===== config.mk =====
export PLATFORM = sky130hd
export DESIGN_NAME = pal_sync_decoder
export DESIGN_NICKNAME = d
export VERILOG_FILES = /design/src/rtl/pal_sync_decoder.sv
export SDC_FILE = /design/constraint.sdc
export NUM_CORES = 1
export LEC_CHECK = 0
export BUFFER_PORTS_ARGS = -buffer_cell sky130_fd_sc_hd__buf_2
export CORE_ASPECT_RATIO = 0.7
export CORE_MARGIN = 5
export CORE_UTILIZATION = 55
export CTS_BUF_LIST = sky130_fd_sc_hd__clkbuf_16
export DETAILED_ROUTE_END_ITERATION = 16
export GPL_ROUTABILITY_DRIVEN = 1
export PLACE_DENSITY = 0.79
export SYNTH_ARGS = -nofsm -noshare
export SYNTH_HDL_FRONTEND = slang
export SYNTH_SLANG_ARGS = --single-unit

===== constraint.sdc =====
create_clock -name clk -period 4.2 [get_ports clk]
set_input_delay 0.21 -clock clk [delete_from_list [all_inputs] [get_ports clk]]
set_output_delay 0.21 -clock clk [all_outputs]
set_load 0.02 [all_outputs]

===== src/rtl/pal_sync_decoder.sv =====
// pal_sync_decoder: recovers raster timing (line length, frame height, counters, lock, mode)
// from an active-low hsync/vsync pair.
// Ports:
//   clk, rst          clock, asynchronous active-high reset
//   clken             pixel-rate enable; all measurement state advances only when high
//   hsync, vsync      active-low sync inputs, synchronous to clk
//   hcnt, vcnt        pixel / line position since the last hsync / vsync falling edge
//   line_len          last measured pixels per line minus 1
//   frame_lines       last measured lines per frame minus 1
//   locked            horizontal and vertical measurements stable
//   mode, mode_valid  decoded timing mode (48K/128K/Pentagon/NTSC) and its qualifier
//   new_frame         one-clk pulse per vsync falling edge
module pal_sync_decoder (
    input  logic       clk,
    input  logic       rst,
    input  logic       clken,
    input  logic       hsync,
    input  logic       vsync,
    output logic [8:0] hcnt,
    output logic [8:0] vcnt,
    output logic [8:0] line_len,
    output logic [8:0] frame_lines,
    output logic       locked,
    output logic [1:0] mode,
    output logic       mode_valid,
    output logic       new_frame
);
    logic       hs_prev_q, hs_prev_d, vs_prev_q, vs_prev_d;
    logic [8:0] hcnt_q, hcnt_d, vcnt_q, vcnt_d;
    logic [8:0] line_len_q, line_len_d, frame_lines_q, frame_lines_d;
    logic       h_seen_q, h_seen_d, v_seen_q, v_seen_d;
    logic       h_ok_q, h_ok_d, v_ok_q, v_ok_d;
    logic       locked_q, locked_d, new_frame_q, new_frame_d;
    logic       hs_fall, vs_fall;
    logic [8:0] meas;
    logic       m48, m128, mpent, mntsc;

    always_comb begin
        hs_fall   = clken & hs_prev_q & ~hsync;
        vs_fall   = clken & vs_prev_q & ~vsync;
        hs_prev_d = clken ? hsync : hs_prev_q;
        vs_prev_d = clken ? vsync : vs_prev_q;
        hcnt_d    = hs_fall ? 9'd0 : (clken && hcnt_q != 9'd511) ? hcnt_q + 9'd1 : hcnt_q;
        vcnt_d    = vs_fall ? 9'd0 : (hs_fall && vcnt_q != 9'd511) ? vcnt_q + 9'd1 : vcnt_q;
        // a vsync edge that coincides with an hsync edge has not yet counted that line
        meas          = hs_fall ? vcnt_q : vcnt_q - 9'd1;
        line_len_d    = line_len_q;
        frame_lines_d = frame_lines_q;
        h_seen_d      = h_seen_q;
        v_seen_d      = v_seen_q;
        h_ok_d        = h_ok_q;
        v_ok_d        = v_ok_q;
        if (hs_fall) begin
            // a saturated count means the previous edge is too old to measure from
            if (h_seen_q && hcnt_q != 9'd511) begin
                h_ok_d     = hcnt_q == line_len_q;
                line_len_d = hcnt_q;
            end
            h_seen_d = 1'b1;
        end else if (hcnt_d == 9'd511) begin
            h_seen_d = 1'b0;
            h_ok_d   = 1'b0;
        end
        if (vs_fall) begin
            if (v_seen_q) begin
                v_ok_d        = meas == frame_lines_q;
                frame_lines_d = meas;
            end
            v_seen_d = 1'b1;
        end else if (vcnt_d == 9'd511) begin
            v_seen_d = 1'b0;
            v_ok_d   = 1'b0;
        end
        locked_d    = h_ok_q & v_ok_q;
        new_frame_d = vs_fall;
    end

    always_ff @(posedge clk or posedge rst) begin
        if (rst) begin
            hs_prev_q     <= 1'b1;
            vs_prev_q     <= 1'b1;
            hcnt_q        <= 9'd0;
            vcnt_q        <= 9'd0;
            line_len_q    <= 9'd0;
            frame_lines_q <= 9'd0;
            h_seen_q      <= 1'b0;
            v_seen_q      <= 1'b0;
            h_ok_q        <= 1'b0;
            v_ok_q        <= 1'b0;
            locked_q      <= 1'b0;
            new_frame_q   <= 1'b0;
        end else begin
            hs_prev_q     <= hs_prev_d;
            vs_prev_q     <= vs_prev_d;
            hcnt_q        <= hcnt_d;
            vcnt_q        <= vcnt_d;
            line_len_q    <= line_len_d;
            frame_lines_q <= frame_lines_d;
            h_seen_q      <= h_seen_d;
            v_seen_q      <= v_seen_d;
            h_ok_q        <= h_ok_d;
            v_ok_q        <= v_ok_d;
            locked_q      <= locked_d;
            new_frame_q   <= new_frame_d;
        end
    end

    always_comb begin
        m48        = line_len_q == 9'd447 && frame_lines_q == 9'd311;
        m128       = line_len_q == 9'd455 && frame_lines_q == 9'd310;
        mpent      = line_len_q == 9'd447 && frame_lines_q == 9'd319;
        mntsc      = line_len_q == 9'd447 && frame_lines_q == 9'd261;
        mode       = mntsc ? 2'b11 : mpent ? 2'b10 : m128 ? 2'b01 : 2'b00;
        mode_valid = locked_q & (m48 | m128 | mpent | mntsc);
    end

    assign hcnt        = hcnt_q;
    assign vcnt        = vcnt_q;
    assign line_len    = line_len_q;
    assign frame_lines = frame_lines_q;
    assign locked      = locked_q;
    assign new_frame   = new_frame_q;
endmodule

==> flow_summary.yaml <==
status:
  status: "finished, final reports clean"
yosys:
  syn_nets: 289
  synth_seq_cells: 44
  synth_async_sr_flop_share_pct: 100
  yosysWarnings: 0
  syn_avg_cell_area_um2: 9.35
  syn_inst: 279
  synth.distinct_cells: 49
  ys_seq_area_share_pct: 42.3
  synth_area_um2: 2610
  synth-edff-count: 0
  synth_ff_type: "dfrtp_1"
sta:
  setup_violations: 0
  tightestPinTransition_ns: 0.558
  relSlewSlack_pct: 62.7
  fmax_mhz: 302
  fin_skew_ns: 0.00719
  rsz0062_at_grt: "false"
  fin_ws_ns: 0.887
  slew_viol_final: 0
  hold_viol: 0
  period_share_pct: 78.9
  period_minus_slack_ns: 3.31
  final.setup.tns_ns: 0
global_route:
  overflow: 0
  grt_use_total_pct: 21.4
  grt_max_degree: 45
  grt_pass1_vias: 2047
  antenna_found_initial: 0
  grt_first_pass_wirelength_um: 10400
die:
  die_x_um: 92.3
  rows: 21
  start_util_pct: 55.8
  die-area_um2: 6250
  io_pins: 46
  core_um2: 4680
  die_y_um: 67.6
final_layout:
  fillers: 383
  drive_above_1_share_pct: 23.4
  areaGrowthSynthToFinish_pct: 15.1
  final_cell_mix: "buf_2, dfrtp_1, nand2_1"
  final_common_cell: "buf_2"
  antennaDiodeCount: 0
  final_nets: 329
critical_path:
  cp.arrival_ns: 3.48
  crit_path_end_kind: "flop"
  cp-start-kind: "flop"
  cp-startpoint: "hcnt[0]$_DFF_PP0_"
  cp_data_required_time_ns: 4.37
  r2r_start: "hcnt[0]$_DFF_PP0_"
  criticalPathCategory: "flop to flop"
  critPathMaxFanout: 8
route:
  highest_layer: "met4"
  wire_per_inst_um: 16.5
  wirelength_um: 6240
  wl_met2_um: 2760
  ant_nets: 0
  wl_met1_um: 3050
  drc: 0
  first_pass_iters: 5
  vias: 2195
  vias_per_cell: 5.82
  drt_iter0_markers: 222
  wl_met3_um: 363
flow_run:
  drv_cap: 0
clock_network:
  clkSinkCount: 44
  cts-resized-gates: 0
  clockBufferDepth: 2
  cts_tree: "built"
  ctsHoldBuffers: 0
  cts-buffers-inserted: 5
  clk_latency_ns: 0.28
  htree_levels: 2
  cts.clk_slew.worst_paths_ns: 0.06
  root_buffer: "clkbuf_16"
  postCtsSetupRepairBufs: 0
power_and_ir_drop:
  vdd_drop_max_v: 0.000277
  p_leak_nw: 1.39
  p_per_area_nw_per_um2: 559
placement:
  post-dp-hpwl_um: 4410
  port_buffers: 45
  place_ws_ns: 0.936
  place_congestion: 0.899
worst_hold_path:
  hold_path.class: "primary input to async pin"
==> power by group <==
part,internal (mW),switching [mW],total (mW)
Sequential,0.516,0.156,0.672
Clock,0.214,0.155,0.369
Combinational,0.263,0.374,0.637
==> final timing paths <==
| kind | depth (start not counted) | slack (ns) | to |
|---|---|---|---|
| max in group asynchronous | 3 | 3.77 | vs_prev_q$_DFFE_PP1P_ |
| hold / removal | 3 | 0.06 | hcnt[0]$_DFF_PP0_ |
| hold reg to reg | 1 | 0.50 | locked$_DFF_PP0_ |
| min in group clk | 2 | 0.18 | vs_prev_q$_DFFE_PP1P_ |
| setup / recovery | 10 | 0.89 | h_ok_q$_DFFE_PP0P_ |
| setup reg to reg | 10 | 0.89 | h_ok_q$_DFFE_PP0P_ |
==> cells by family after synthesis <==
family | after synthesis | synth area share [%]
simple gates | 105 | 21.6
compound gates | 52 | 12.3
flops | 44 | 42.3
xor+xnor | 29 | 9.73
buf+inv | 26 | 4.07
mux | 18 | 7.57
fa+ha+maj | 5 | 2.40
==> per-layer routing <==
layer	vias to the layer above	track usage, %
li1	1076	-
met5	-	0
met1	1036	30.7
met4	0	6.85
met2	75	33.2
met3	8	3.67
==> synth_stat cells, drive strengths merged (8+ instances only) <==
cell type,n,area [µm²]
dfrtp,42,1050
nand2,25,93.8
nor2,22,82.6
xnor2,18,158
a21oi,16,80.1
clkbuf,14,52.6
mux2,14,158
nand3,13,65.1
o21ai,13,65.1
xor2,11,96.3
inv,10,37.5
nand4,8,50.1
==> worst max-delay path: stages (launching register included) <==
cell and delay, ns:
dfrtp_1 0.48, ha_1 0.31, nand3_1 0.10, nor2_1 0.05
ha_1 0.23, nand2b_1 0.28, or2_2 0.38, xnor2_1 0.15
or4b_2 0.70, o21bai_1 0.18, mux2_2 0.35
==> area by class of cell <==
type	instances	area, µm²	share of cell area, %
Clock buffer	5	125	4.16
Sequential cell	44	1100	36.7
Multi-Input combinational cell	209	1400	46.6
Timing Repair Buffer	49	255	8.50
Tap cell	57	71.3	2.37
Inverter	10	37.5	1.25
Clock inverter	3	11.3	0.375
==> registers in the layout (all words and copies together), names as in the netlist <==
register / cells
frame_lines: 9
hcnt: 9
line_len: 9
vcnt: 9
h_ok_q: 1
h_seen_q: 1
hs_prev_q: 1
locked: 1
new_frame: 1
v_ok_q: 1
v_seen_q: 1
vs_prev_q: 1
==> through the flow <==
| stage | std cells | power, mW | hold slack [ns] | area (µm²) | util (%) |
|---|---|---|---|---|---|
| floorplan | 279 | 1.11 | 0.362 | 2610 | - |
| global placement | 369 | 1.29 | 0.373 | 2870 | 61.3 |
| CTS | 377 | 1.68 | 0.0791 | 3000 | 64.2 |
| detailed placement | 369 | 1.31 | 0.386 | 2870 | 61.3 |
| global route | 377 | 1.79 | 0.115 | 3000 | 64.2 |
| finish | 377 | 1.68 | 0.0591 | 3000 | 64.2 |
Note: power is estimated with default switching activity, not from simulation.
